--- src/rtl/uart_pkg.sv ---
// Shared types and constants for the UART receive path and its tick generator.
package uart_pkg;

    typedef enum logic [1:0] {IDLE, START, DATA, STOP} rxState_e;

    localparam int unsigned OVERSAMPLE        = 16;
    localparam int unsigned START_SAMPLE      = 7;
    localparam int unsigned BIT_SAMPLE        = 15;
    localparam int unsigned DATA_BITS_DEFAULT = 8;

    // Clocks per 16x sample tick; callers must keep the result >= 2.
    function automatic int unsigned tickDiv(input int unsigned clockRate,
                                            input int unsigned baudRate);
        return clockRate / (baudRate * OVERSAMPLE);
    endfunction

endpackage

--- src/rtl/uart_rx_tick_gen.sv ---
// Single-cycle 16x-oversample strobe derived from the board clock.
module uart_rx_tick_gen
    import uart_pkg::*;
#(
    parameter int unsigned CLOCK_RATE = 12000000,
    parameter int unsigned BAUD_RATE  = 19200
) (
    input  logic clk,
    input  logic rst,
    input  logic clear,
    output logic tick
);

    localparam int unsigned DIV   = tickDiv(CLOCK_RATE, BAUD_RATE);
    localparam int unsigned CNT_W = (DIV > 1) ? $clog2(DIV) : 1;

    logic [CNT_W-1:0] count;

    always_ff @(posedge clk or posedge rst) begin
        if (rst) begin
            count <= '0;
        end else if (clear || (count == CNT_W'(DIV - 1))) begin
            count <= '0;
        end else begin
            count <= count + CNT_W'(1);
        end
    end

    assign tick = (count == CNT_W'(DIV - 1));

endmodule

--- src/rtl/uart_rx_8n1.sv ---
// 8N1 UART receiver: 16x oversampled, valid/ack holding register, framing and overrun pulses.
module uart_rx_8n1
    import uart_pkg::*;
#(
    parameter int unsigned CLOCK_RATE = 12000000,
    parameter int unsigned BAUD_RATE  = 19200,
    parameter int unsigned DATA_BITS  = DATA_BITS_DEFAULT
) (
    input  logic                 clk,
    input  logic                 rst,
    input  logic                 rx,
    output logic [DATA_BITS-1:0] rx_data,
    output logic                 rx_valid,
    input  logic                 rx_ack,
    output logic                 frame_err,
    output logic                 overrun,
    output logic                 busy
);

    localparam int unsigned IDX_W = $clog2(DATA_BITS + 1);

    logic                 rxMeta;
    logic                 rxS;
    logic                 rxQ;
    logic                 tick;
    logic                 startDet;
    rxState_e             state;
    logic [3:0]           sampleCnt;
    logic [IDX_W-1:0]     bitIdx;
    logic [DATA_BITS-1:0] shiftReg;

    // Two-flop synchronizer plus edge-detect history, all idling high.
    always_ff @(posedge clk or posedge rst) begin
        if (rst) begin
            rxMeta <= 1'b1;
            rxS    <= 1'b1;
            rxQ    <= 1'b1;
        end else begin
            rxMeta <= rx;
            rxS    <= rxMeta;
            rxQ    <= rxS;
        end
    end

    assign startDet = (state == IDLE) && rxQ && !rxS;

    uart_rx_tick_gen #(
        .CLOCK_RATE (CLOCK_RATE),
        .BAUD_RATE  (BAUD_RATE)
    ) u_tick_gen (
        .clk   (clk),
        .rst   (rst),
        .clear (startDet),
        .tick  (tick)
    );

    always_ff @(posedge clk or posedge rst) begin
        if (rst) begin
            state     <= IDLE;
            sampleCnt <= '0;
            bitIdx    <= '0;
            shiftReg  <= '0;
            rx_data   <= '0;
            rx_valid  <= 1'b0;
            frame_err <= 1'b0;
            overrun   <= 1'b0;
            busy      <= 1'b0;
        end else begin
            frame_err <= 1'b0;
            overrun   <= 1'b0;
            if (rx_ack && rx_valid) begin
                rx_valid <= 1'b0;
            end

            case (state)
                IDLE: begin
                    if (startDet) begin
                        state     <= START;
                        sampleCnt <= '0;
                        busy      <= 1'b1;
                    end
                end
                START: begin
                    if (tick) begin
                        if (sampleCnt == 4'(START_SAMPLE)) begin
                            if (rxS) begin
                                state <= IDLE;
                                busy  <= 1'b0;
                            end else begin
                                sampleCnt <= '0;
                                bitIdx    <= '0;
                                state     <= DATA;
                            end
                        end else begin
                            sampleCnt <= sampleCnt + 4'd1;
                        end
                    end
                end
                DATA: begin
                    if (tick) begin
                        sampleCnt <= sampleCnt + 4'd1;
                        if (sampleCnt == 4'(BIT_SAMPLE)) begin
                            shiftReg <= {rxS, shiftReg[DATA_BITS-1:1]};
                            bitIdx   <= bitIdx + IDX_W'(1);
                            if (bitIdx == IDX_W'(DATA_BITS - 1)) begin
                                state <= STOP;
                            end
                        end
                    end
                end
                STOP: begin
                    if (tick) begin
                        sampleCnt <= sampleCnt + 4'd1;
                        // Leave at mid stop bit so a back-to-back start edge is not missed.
                        if (sampleCnt == 4'(BIT_SAMPLE)) begin
                            state <= IDLE;
                            busy  <= 1'b0;
                            if (rxS) begin
                                rx_data  <= shiftReg;
                                rx_valid <= 1'b1;
                                if (rx_valid && !rx_ack) begin
                                    overrun <= 1'b1;
                                end
                            end else begin
                                frame_err <= 1'b1;
                            end
                        end
                    end
                end
                default: begin
                    state <= IDLE;
                    busy  <= 1'b0;
                end
            endcase
        end
    end

endmodule

--- config.mk ---
export PLATFORM = sky130hd
export DESIGN_NAME = uart_rx_8n1
export DESIGN_NICKNAME = d
export VERILOG_FILES = /design/src/rtl/uart_pkg.sv /design/src/rtl/uart_rx_tick_gen.sv /design/src/rtl/uart_rx_8n1.sv
export SDC_FILE = /design/constraint.sdc
export NUM_CORES = 1
export LEC_CHECK = 0
export BUFFER_PORTS_ARGS = -buffer_cell sky130_fd_sc_hd__buf_2
export CORE_ASPECT_RATIO = 0.7
export CORE_UTILIZATION = 58
export DETAILED_ROUTE_END_ITERATION = 10
export GPL_ROUTABILITY_DRIVEN = 0
export GPL_TIMING_DRIVEN = 1
export HOLD_SLACK_MARGIN = 0.08
export PLACE_DENSITY = 0.83
export SLEW_MARGIN = 20
export SYNTH_ARGS = -nofsm -noshare
export SYNTH_HDL_FRONTEND = slang
export SYNTH_HIERARCHICAL = 1
export SYNTH_SLANG_ARGS = --single-unit
--- constraint.sdc ---
create_clock -name clk -period 2.79 [get_ports clk]
set_clock_uncertainty 0.2 [all_clocks]
set_input_delay 0.279 -clock clk [delete_from_list [all_inputs] [get_ports clk]]
set_output_delay 0.279 -clock clk [all_outputs]
set_load 0.02 [all_outputs]
[Word-level counts from Yosys, hierarchy flattened]
Cells that the tools add are included.
Storage, ports and cells
  register bits: 39
  input bits: 4
  output and inout port bits: 12
  word-level logic and storage cells: 95
Cells by class
  $add $sub $neg: 3
  equality and inequality tests: 19
  muxes and demuxes: 43
  reduce and logical (&&, ||, !) cells: 17
Operators by type and width (number)
  4-bit two-way mux: 9
  1-bit two-way mux: 20
  2-bit two-way mux: 9
  2-bit != test (second input constant): 9
  4-bit one-hot mux with 3 select lines: 1
  4-bit by 1-bit adder with 4-bit output (second input constant): 2
  4-bit by 3-bit == test with 1-bit output (second input constant): 2
  2-bit one-hot mux with 4 select lines: 1
  4-bit one-hot mux with 2 select lines: 1
  4-bit AND reduction: 2
  8-bit AND reduction: 1
  7-bit AND reduction: 1
  6-bit by 1-bit adder with 6-bit output (second input constant): 1
  6-bit == test (second input constant): 1
  6-bit two-way mux: 1
  6-bit AND reduction: 1
  2-bit == test (second input constant): 2
  4-bit == test (second input constant): 1
  1-bit logical AND: 4
  2-bit by 1-bit != test with 1-bit output (second input constant): 2
  3-bit != test (second input constant): 1
  1-bit one-hot mux with 3 select lines: 1
  3-bit AND reduction: 1
  3-bit nonzero test: 1
  other kinds (6): 7

[Depth between registers and ports, before layout]
  word-level depth: 7
  gate-level depth with buffers: 8
  mapped depth without buffers: 7

[Cells and area by module]
Netlist, hierarchy kept.
Modules (own cells, without submodules)
  uart_rx_8n1: instances 1, cells an instance 121, area an instance 1501.4 µm², sequential area each 829.5 µm²
  uart_rx_tick_gen: instances 1, cells an instance 27, area an instance 287.8 µm², sequential area each 150.1 µm²

[Least setup slack after synthesis]
No wires, ideal clock.
  path kind: register -> register
  start point: reg u_tick_gen.count[0]
  end point: reg shiftReg[0]
  setup time: 0.125 ns
  data arrival time: 1.737 ns
  data required time: 2.465 ns
  setup slack: 0.729 ns
  cell stages (with the launch flop): 8
  buffers on the path: 1
  period minus slack after synthesis: 2.061 ns
  cell sequence: dfrtp_1 inv_1 ha_1 and4_2 nand3_2 nor3_4 buf_6 mux2_2
Between the ends
  cells in the longest elaborated chain, start to end: 2
Ends and longest elaborated chain
  start: declaration: RTL line uart_rx_tick_gen.sv:17  | logic [CNT_W-1:0] count;
  start signal: assignment: RTL line uart_rx_tick_gen.sv:25  | count <= count + CNT_W'(1);
  6-bit == test: RTL line uart_rx_tick_gen.sv:29  | assign tick = (count == CNT_W'(DIV - 1));
  via tick: RTL line uart_rx_8n1.sv:25  | logic tick;
  3-bit AND reduction (no line)
  end signal: assignment: RTL line uart_rx_8n1.sv:103  | shiftReg <= {rxS, shiftReg[DATA_BITS-1:1]};
  end: declaration: RTL line uart_rx_8n1.sv:30  | logic [DATA_BITS-1:0] shiftReg;
The timed path passes the listed nets, and every way through them passes these cells.
A chain may end at the register's enable or synchronous reset.

[Final worst setup path]
  start point: reg u_tick_gen.count[0]
  end point: reg shiftReg[7]
The elaborated chain is that of the path after synthesis.

==> flow_metrics.env <==
export IMPL_path_max_fanout=12
export IMPL_cts_sinks=39
export IMPL_ios=16
export IMPL_yosysWarnings=6
export IMPL_num_vias=1218
export IMPL_synth_top_family_by_area="simple AND/OR/NAND/NOR gates"
export IMPL_stdcell_count=207
export IMPL_final_util_pct=69.6
export IMPL_die_h_um=48.5
export IMPL_cap_viol_max_count=0
export IMPL_initial_core_util_pct=62.5
export IMPL_post_route_period_util_pct=84.2
export IMPL_dp_cells=196
export IMPL_synth_main_ff_cell="dfrtp_1"
export IMPL_power_density_mw_per_mm2=614
export IMPL_setup_tns_final_ns=0
export IMPL_antenna_found_initial=0
export IMPL_maxSlewHeadroom_pct=56.1
export IMPL_cp_arrival_ns=2.33
export IMPL_cp_start_kind="flop"
export IMPL_ys_ff_latch=39
export IMPL_worst_slew_pin_transition_ns=0.658
export IMPL_first_global_vias=1145
export IMPL_layout_commonest_cell="dfrtp_1"
export IMPL_port_buffers=15
export IMPL_syn_cell_area_mm2=0.00179
export IMPL_wl_met1_um=1520
export IMPL_area_delta_synth_final_pct=11.4
export IMPL_cts_hold_buf=3
export IMPL_synth_seq_area_share_pct=54.8
export IMPL_vdd_drop_max_uv=449
export IMPL_synth_distinct_cells=42
export IMPL_grt_max_degree=18
export IMPL_drc_errors=0
export IMPL_first_pass_iters=4
export IMPL_endpoint_kind="flop"
export IMPL_overflow=0
export IMPL_postCtsSetupBuffers=0
export IMPL_yosys_area_share_simple_pct=16.2
export IMPL_diodes=0
export IMPL_drt_wirelength_per_cell_um=15.5
export IMPL_rows=16
export IMPL_rsz0062_at_grt="no"
export IMPL_hold_ws_ns=0.157
export IMPL_cts_tree="done"
export IMPL_criticalPathCategory="flop to flop"
export IMPL_yosys_area_top_type="dfrtp_1"
export IMPL_hp_class="flop to flop"
export IMPL_p_leak_uw=0.000996
export IMPL_synth_compound_area_share_pct=8.88
export IMPL_grt_usage_pct=23.1
export IMPL_wirelength_um=3210
export IMPL_synthTopCellsByArea="dfrtp_1 (50%), mux2_2 (11%), dfstp_2 (4.4%)"
export IMPL_dpl_cell_area_mm2=0.00188
export IMPL_htree_levels=2
export IMPL_nFillCells=217
export IMPL_drtIter0Drc=103
export IMPL_slowest_delay_ns=0.48
export IMPL_cts_resized=0
export IMPL_vias_per_cell=5.88
export IMPL_min_period_ns=2.35
export IMPL_worstSkewPairLatency_ns=0.30
export IMPL_synth_async_sr_flop_share_pct=100
export IMPL_top_layer_used="met4"
export IMPL_core_area_mm2=0.00286
export IMPL_setup_violations=0
export IMPL_ant_nets=0
export IMPL_crit_chain="inv_1 -> ha_1 -> and4_2 -> nand3_2 -> nor3_4 -> mux2_2"
export IMPL_die_area_mm2=0.00331
export IMPL_critical_path_required_ns=2.77
export IMPL_synthMuxAreaShare_pct=10.7
export IMPL_final_cell_mix="dfrtp_1 (36), mux2_2 (17), buf_2 (15), nor2_1 (14), inv_1 (9)"
export IMPL_avgSynthCellArea_um2=12.1
export IMPL_hold_viol=0
export IMPL_cts_inserted_buffers=5
export IMPL_slowest_stage="nor3_4"
export IMPL_status="completed"
export IMPL_synth_xor_area_share_pct=2.45
export IMPL_max_freq_mhz=426
export IMPL_fin_nets=178
export IMPL_synth_top_area_share_pct=50.3
export IMPL_syn_nets=156
export IMPL_synth_edf_count=0
export IMPL_synthCells=148
export IMPL_cts_root_buf="clkbuf_8"
export IMPL_routed_wl_met2_um=1440
export IMPL_drive_gt1_share_pct=32.2
export IMPL_path_clk_slew_ns=0.07
export IMPL_drv_slew=0
export IMPL_clock_path_buffers=2
export IMPL_hpwl_um=2230
export IMPL_grt_pass1_wl_um=5330
export IMPL_die_w_um=68.4
export IMPL_synthAdderAreaFrac_pct=2.80
export IMPL_wl_met3_um=191
export IMPL_final_area_mm2=0.00199
==> Yosys cell counts, types with 2 or more instances <==
cell,count
a21oi_1,4
inv_1,9
mux2_2,17
nand3_2,2
nand2_1,6
a31oi_1,2
o21ai_0,4
xnor2_1,3
ha_1,4
dfrtp_1,36
buf_6,3
nor3_1,3
nand3_1,6
o31ai_1,2
nor2_1,14
nor4_1,3
o21bai_1,2
xor2_1,2
dfstp_2,3
==> final cells by class <==
cell class	count	area, um^2	area share (%)
inverter	9	33.8	1.69
timing repair buffer	20	120	6.03
tap	36	45.0	2.26
clock inverter	1	5.00	0.251
multi-input combinational	95	733	36.8
sequential	39	980	49.2
clock buffer	7	76.3	3.83
==> metal layers <==
layer	GRT usage, %	up-vias
li1	-	573
met1	31.2	597
met2	32.0	42
met3	10.6	6
met4	9.38	0
met5	0	-
==> worst max-delay path, delay by kind of cell, from the launching register on <==
kind,cells,cell delay (ns)
fa+ha+maj,1,0.16
mux,1,0.40
simple gates,3,0.97
flops,1,0.42
buf+inv,1,0.08
==> power breakdown <==
group          switching (uW)  total (uW)  internal [uW]  leakage, uW
logic                    88.7         163           74.3     0.000435
registers                71.9         692            620     0.000520
clock network             193         368            175    0.0000422
total                     353        1220            870     0.000996
==> path summary, 6_finish.rpt <==
check	start	to	slack, ns	cells past startpoint
setup / recovery	u_tick_gen/count[0]	shiftReg[7]	0.44	6
hold / removal	rxMeta	rxS	0.16	0
setup reg to reg	u_tick_gen/count[0]	shiftReg[7]	0.44	6
hold reg to reg	rxMeta	rxS	0.16	0
max in group asynchronous	rst	rx_data[0]	1.37	4
min in group asynchronous	rst	u_tick_gen/count[2]	0.23	3
==> stage by stage <==
stage / power (uW) / setup slack (ns)
floorplan: 810 / 0.729
global placement: 841 / 0.544
detailed placement: 856 / 0.475
CTS: 1230 / 0.458
global route: 1290 / 0.333
finish: 1220 / 0.442
==> cells by family after synthesis <==
| logic type | after synthesis |
|---|---|
| simple gates | 46 |
| xor+xnor | 5 |
| buf+inv | 14 |
| flops | 39 |
| compound gates | 23 |
| fa+ha+maj | 4 |
| mux | 17 |
==> registers in the layout, summed over array words and instances (netlist names), named ones only <==
signal and flops:
rx_data 8, shiftReg 8, u_tick_gen/count 6, bitIdx 4, sampleCnt 4, busy 1
frame_err 1, overrun 1, rxMeta 1, rxQ 1, rxS 1, rx_valid 1
state 1
(Power assumes the default switching activity.)
